--- src/rtl/sum_acc_pkg.sv ---
// Shared types and constants for the saturating sum accumulator and its
// optional seven-segment display path.
package sum_acc_pkg;

    typedef enum logic [1:0] {
        IDLE = 2'd0,
        RUN  = 2'd1,
        SAT  = 2'd2
    } state_t;

    // Active-low segment patterns, bit 0 = segment a ... bit 6 = segment g
    localparam logic [6:0] SEG7_TABLE [16] = '{
        7'h40, 7'h79, 7'h24, 7'h30, 7'h19, 7'h12, 7'h02, 7'h78,
        7'h00, 7'h10, 7'h08, 7'h03, 7'h46, 7'h21, 7'h06, 7'h0E
    };

    localparam logic [6:0] SEG7_SAT = 7'h0E;

endpackage

--- src/rtl/sum_accumulator_if.sv ---
// Bundles the adder-result handshake, clear and accumulator outputs.
// seg_n exists only when SUM_ACCUMULATOR_SEG7_EN is defined.
interface sum_accumulator_if #(
    parameter int ACC_W = 6,
    parameter int CNT_W = 4
);
    logic             in_valid;
    logic             in_ready;
    logic             s0;
    logic             s1;
    logic             co;
    logic             clr;
    logic [ACC_W-1:0] acc_out;
    logic             acc_ovf;
    logic [CNT_W-1:0] acc_cnt;
    logic             upd;
`ifdef SUM_ACCUMULATOR_SEG7_EN
    logic [6:0]       seg_n;
`endif

`ifdef SUM_ACCUMULATOR_SEG7_EN
    modport master (
        output in_valid, s0, s1, co, clr,
        input  in_ready, acc_out, acc_ovf, acc_cnt, upd, seg_n
    );
    modport slave (
        input  in_valid, s0, s1, co, clr,
        output in_ready, acc_out, acc_ovf, acc_cnt, upd, seg_n
    );
`else
    modport master (
        output in_valid, s0, s1, co, clr,
        input  in_ready, acc_out, acc_ovf, acc_cnt, upd
    );
    modport slave (
        input  in_valid, s0, s1, co, clr,
        output in_ready, acc_out, acc_ovf, acc_cnt, upd
    );
`endif

endinterface

--- src/rtl/sum_accumulator_hex_to_seg7.sv ---
// Combinational hex digit to active-low seven-segment decoder.
module hex_to_seg7
    import sum_acc_pkg::*;
(
    input  logic [3:0] hex_i,
    output logic [6:0] seg_n_o
);

    assign seg_n_o = SEG7_TABLE[hex_i];

endmodule

--- src/rtl/sum_accumulator.sv ---
// Saturating running total of 3-bit adder results with sample counter and
// update strobe. Define SUM_ACCUMULATOR_SEG7_EN to add the seg_n display output.
module sum_accumulator
    import sum_acc_pkg::*;
#(
    parameter int ACC_W = 6,
    parameter int CNT_W = 4
) (
    input logic clk,
    input logic rst,
    sum_accumulator_if.slave bus
);

    localparam logic [ACC_W-1:0] ACC_MAX = '1;

    state_t           state_q, state_d;
    logic [ACC_W-1:0] total_q, total_d;
    logic [CNT_W-1:0] count_q, count_d;
    logic             ovf_q, ovf_d;
    logic             upd_q, upd_d;

    logic             readyInt;
    logic             transfer;
    logic [ACC_W:0]   operand;
    logic [ACC_W:0]   nextSum;

    assign readyInt = (state_q != SAT);
    assign transfer = bus.in_valid && readyInt;
    assign operand  = {{(ACC_W-2){1'b0}}, bus.co, bus.s1, bus.s0};
    // One extra bit so strict overflow past the ceiling shows up as the MSB
    assign nextSum  = {1'b0, total_q} + operand;

    always_comb begin
        state_d = state_q;
        total_d = total_q;
        count_d = count_q;
        ovf_d   = ovf_q;
        upd_d   = 1'b0;
        if (bus.clr) begin
            state_d = IDLE;
            total_d = '0;
            count_d = '0;
            ovf_d   = 1'b0;
        end else if (transfer) begin
            count_d = count_q + CNT_W'(1);
            upd_d   = 1'b1;
            if (nextSum[ACC_W]) begin
                total_d = ACC_MAX;
                ovf_d   = 1'b1;
                state_d = SAT;
            end else begin
                total_d = nextSum[ACC_W-1:0];
                state_d = RUN;
            end
        end
    end

    always_ff @(posedge clk or posedge rst) begin
        if (rst) begin
            state_q <= IDLE;
            total_q <= '0;
            count_q <= '0;
            ovf_q   <= 1'b0;
            upd_q   <= 1'b0;
        end else begin
            state_q <= state_d;
            total_q <= total_d;
            count_q <= count_d;
            ovf_q   <= ovf_d;
            upd_q   <= upd_d;
        end
    end

    assign bus.in_ready = readyInt;
    assign bus.acc_out  = total_q;
    assign bus.acc_ovf  = ovf_q;
    assign bus.acc_cnt  = count_q;
    assign bus.upd      = upd_q;

`ifdef SUM_ACCUMULATOR_SEG7_EN
    logic [3:0] segNibble;
    logic [6:0] segDecoded;
    logic [6:0] seg_q;

    assign segNibble = 4'(total_d);

    hex_to_seg7 u_hex_to_seg7 (
        .hex_i   (segNibble),
        .seg_n_o (segDecoded)
    );

    // Decoded from next-state values so the display changes with acc_out
    always_ff @(posedge clk or posedge rst) begin
        if (rst) begin
            seg_q <= SEG7_TABLE[0];
        end else begin
            seg_q <= (state_d == SAT) ? SEG7_SAT : segDecoded;
        end
    end

    assign bus.seg_n = seg_q;
`endif

endmodule

--- src/flat_wrapper.sv ---
// flat-port wrapper written by rule: the top's interface ports become plain ports
module sum_accumulator_flat import sum_acc_pkg::*;
#(
    parameter int ACC_W = 6,
    parameter int CNT_W = 4
)
  (clk, rst, bus_in_valid, bus_s0, bus_s1, bus_co, bus_clr, bus_in_ready, bus_acc_out, bus_acc_ovf, bus_acc_cnt, bus_upd);
  sum_accumulator_if #(.ACC_W(ACC_W), .CNT_W(CNT_W)) bus_i ();
  input logic clk;
  input logic rst;
  input wire logic [$bits(bus_i.in_valid)-1:0] bus_in_valid;
  input wire logic [$bits(bus_i.s0)-1:0] bus_s0;
  input wire logic [$bits(bus_i.s1)-1:0] bus_s1;
  input wire logic [$bits(bus_i.co)-1:0] bus_co;
  input wire logic [$bits(bus_i.clr)-1:0] bus_clr;
  output wire logic [$bits(bus_i.in_ready)-1:0] bus_in_ready;
  output wire logic [$bits(bus_i.acc_out)-1:0] bus_acc_out;
  output wire logic [$bits(bus_i.acc_ovf)-1:0] bus_acc_ovf;
  output wire logic [$bits(bus_i.acc_cnt)-1:0] bus_acc_cnt;
  output wire logic [$bits(bus_i.upd)-1:0] bus_upd;
  assign bus_i.in_valid = bus_in_valid;
  assign bus_i.s0 = bus_s0;
  assign bus_i.s1 = bus_s1;
  assign bus_i.co = bus_co;
  assign bus_i.clr = bus_clr;
  assign bus_in_ready = bus_i.in_ready;
  assign bus_acc_out = bus_i.acc_out;
  assign bus_acc_ovf = bus_i.acc_ovf;
  assign bus_acc_cnt = bus_i.acc_cnt;
  assign bus_upd = bus_i.upd;
  sum_accumulator #(.ACC_W(ACC_W), .CNT_W(CNT_W)) u_core (.clk(clk), .rst(rst), .bus(bus_i));
endmodule
--- config.mk ---
export PLATFORM = sky130hd
export DESIGN_NAME = sum_accumulator_flat
export DESIGN_NICKNAME = d
export VERILOG_FILES = /design/src/rtl/sum_acc_pkg.sv /design/src/rtl/sum_accumulator_if.sv /design/src/rtl/sum_accumulator_hex_to_seg7.sv /design/src/rtl/sum_accumulator.sv /design/src/flat_wrapper.sv
export SDC_FILE = /design/constraint.sdc
export NUM_CORES = 1
export LEC_CHECK = 0
export BUFFER_PORTS_ARGS = -buffer_cell sky130_fd_sc_hd__buf_4
export CAP_MARGIN = 25
export CORE_ASPECT_RATIO = 1.25
export CORE_MARGIN = 4
export CORE_UTILIZATION = 30
export DETAILED_ROUTE_END_ITERATION = 7
export SKIP_LAST_GASP = 1
export SYNTH_ARGS = -nofsm -noshare
export SYNTH_HDL_FRONTEND = slang
export SYNTH_HIERARCHICAL = 1
export SYNTH_SLANG_ARGS = --single-unit
--- constraint.sdc ---
create_clock -name clk -period 4.3 [get_ports clk]
set_input_delay 0.86 -clock clk [delete_from_list [all_inputs] [get_ports clk]]
set_output_delay 0.86 -clock clk [all_outputs]
set_load 0.005 [all_outputs]
==> run metrics <==
First-pass DRT Iterations 3; Max-Cap Viols 0; total wire length 1580 µm; Syn Inst Count 76; total core area 2450 µm²; clock sinks 14; switching share of power 26.4%; top cell types by occurrence after synthesis 14 x dfrtp_1, 10 x nor2_1, 8 x a21oi_1; final period utilization 47.7%; DP HPWL 1190 µm; Synth area leaders dfrtp_1 45%, ha_1 6.4%, a21oi_1 5.1%; Starting Density 31.8%; status complete, no violations; leakage 0.461 nW; Hold Fails Final Rpt 0; CTS tree done; Iteration-0 DRC Markers 4; Gate power share 19.1%; initial antenna violation count 0; crit-path cells buf_4, ha_1, inv_1, fa_1, nor2b_1, o21ba_4, and4b_1, nor3_2; Peak VDD IR 0.133 mV; YS warnings 6; ant diodes 0; CTS Buf Count 3; multi-input combinational cell area 395 µm²; Slew Limit Fails 0; clock group share of total power 26.7%; register area share after synthesis 44.9%; total power 266 µW; RSZ-0062 raised after global routing no; synthesized area 779 µm²; vias 595; CP peak stage delay 410 ps; Seq cells post-synth 14; Final nets 110; full die area 3480 µm²; post_cts resized 0; final setup TNS 0 ps; vias in the first global route 610; post-synthesis cell type count 30; P_int 195 µW; CP startpoint kind input port; post-route ant nets 0; Seq pwr share 54.1%; Port Buf Inserts 19; FF+latch area 350 µm²; number of synthesized flops with an enable pin 0; Hold Path Class reg2reg; endpoints failing setup 0; minimum clock period 2050 ps; largest net degree at the start of global routing 15; IO Pins 20; most frequent cell after synthesis dfrtp_1; crit end category flop; cell taking the most area after synthesis dfrtp_1; DR vias/cell 4.61; CTS Hold Bufs 0; all-layer global routing usage 10.5%; Critical Path RT 4500 ps; clock buffer depth 2; Mean Syn Cell Area 10.3 µm²; fillers 273; Cell Pwr Density 274 nW/µm²; measured slew at the worst slew-check pin 536 ps; Final Util 39.6%; Place WS 1940 ps; top_reg_cell synth dfrtp_1; CP Class in2reg; Switch Pwr 70.3 µW; Synth-to-Final Area Change 24.6%; CTS H-tree depth 1; Skew-Pair Late Insertion Delay 270 ps; Arr. time, crit path 2250 ps; RD Place Congestion 0.714; first-pass GRT wire length 2670 µm; Hold WS 517 ps; layout cells sized above 1 30.2%; FMAX 488 MHz; WL/cell 12.2 µm; Post CTS Setup Buffer Count 0; Yosys top cell area share 44.9%; site row count 20; Slew HR 64.2%; Clock Skews 3.39 ps; CTS root buf clkbuf_4; Die Ht 65.0 µm; Final WS setup 2250 ps; slowest CP cell fa_1; # DRC 0; syn_nets 88; Clock Pin Slew Worst Setup and Hold Paths 80 ps; grt total ovfl 0; die width 53.6 µm; fraction of registers with async set/reset 100%; crit path max fanout 7
## stage by stage
stage                     cells  instance area, µm²
after floorplan              76                 779
after global placement      126                 948
after detailed placement    126                 948
after CTS                   129                 971
after global routing        129                 971
final                       129                 971
## per-layer routing
| layer | wire (µm) | vias to the layer above | track usage (%) | part of all wire [%] |
|---|---|---|---|---|
| met5 | 0 | - | 0 | 0 |
| met4 | 27 | 0 | 7.67 | 1.7 |
| met3 | 86 | 2 | 0.920 | 5.5 |
| met2 | 777 | 14 | 15.6 | 49 |
| met1 | 685 | 277 | 13.7 | 43 |
| li1 | - | 302 | - | - |
## cells by family after synthesis
family	synth area share, %
adder cells (fa/ha/maj)	8.99
multiplexers	1.28
XOR/XNOR	4.50
buffers and inverters	4.33
AO/OA/AOI/OAI	13.2
AND/OR/NAND/NOR	22.8
flip-flops	44.9
## sequential cells by signal, summed over array words and instances, names as in the netlist
signal,cells
u_core/bus.acc_out,6
u_core/bus.acc_cnt,4
u_core/state_q,2
u_core/bus.acc_ovf,1
u_core/bus.upd,1
## power by group through the flow
stage | clock [mW] | combinational [mW] | sequential, mW
5_1_grt | 0.0833 | 0.0577 | 0.145
3_5_place_dp | 0 | 0.0515 | 0.147
3_3_place_gp | 0 | 0.0512 | 0.146
2_1_floorplan | 0 | 0.0315 | 0.146
6_report | 0.0711 | 0.0508 | 0.144
4_1_cts | 0.0778 | 0.0518 | 0.144
## layout make-up
type,instances,area share [%]
well taps,33,4.25
clock buffers,3,2.32
inverters,5,1.93
repair buffers,19,14.7
multi-input cells,55,40.7
flip-flops and latches,14,36.1
## placed cells by master, fill, tap and decap left out
| cell | instances |
|---|---|
| nor3_1 | 4 |
| nand2b_4 | 1 |
| buf_4 | 19 |
| o21a_1 | 1 |
| clkbuf_4 | 3 |
| and4b_1 | 1 |
| a211oi_1 | 1 |
| o2111ai_1 | 1 |
| xor2_1 | 2 |
| nand3_1 | 2 |
| and2_4 | 1 |
| mux2i_1 | 1 |
| fa_1 | 1 |
| a2111oi_2 | 1 |
| nor4b_1 | 1 |
| nor2_1 | 10 |
| nand2_4 | 1 |
| o21ba_4 | 1 |
| dfrtp_1 | 14 |
| nor2b_1 | 1 |
| and3_1 | 1 |
| a21oi_1 | 8 |
| nand3_2 | 1 |
| ha_1 | 4 |
| nand2b_1 | 1 |
| inv_1 | 5 |
| nor3_2 | 1 |
| nand2_1 | 5 |
| xnor2_1 | 2 |
| o21bai_1 | 1 |
## worst paths after layout
| check | start | endpoint | slack, ps | cells past startpoint |
|---|---|---|---|---|
| setup / recovery | bus_s0 | u_core/bus.acc_out[3] | 2250 | 8 |
| setup reg to reg | u_core/bus.acc_out[0] | u_core/bus.acc_out[3] | 2510 | 7 |
| hold reg to reg | u_core/bus.acc_ovf | u_core/bus.acc_ovf | 520 | 2 |
| min in group asynchronous | rst | u_core/bus.upd | 620 | 2 |
| max in group asynchronous | rst | u_core/bus.acc_out[3] | 3320 | 2 |
| hold / removal | u_core/bus.acc_ovf | u_core/bus.acc_ovf | 520 | 2 |
## worst max-delay path, delay by kind of cell
family	cells	cell delay (ps)
adders and majority gates	2	560
buffers and inverters	2	130
and+or+nand+nor	3	490
AOI/OAI and AO/OA	1	200
(Power assumes the default switching activity.)
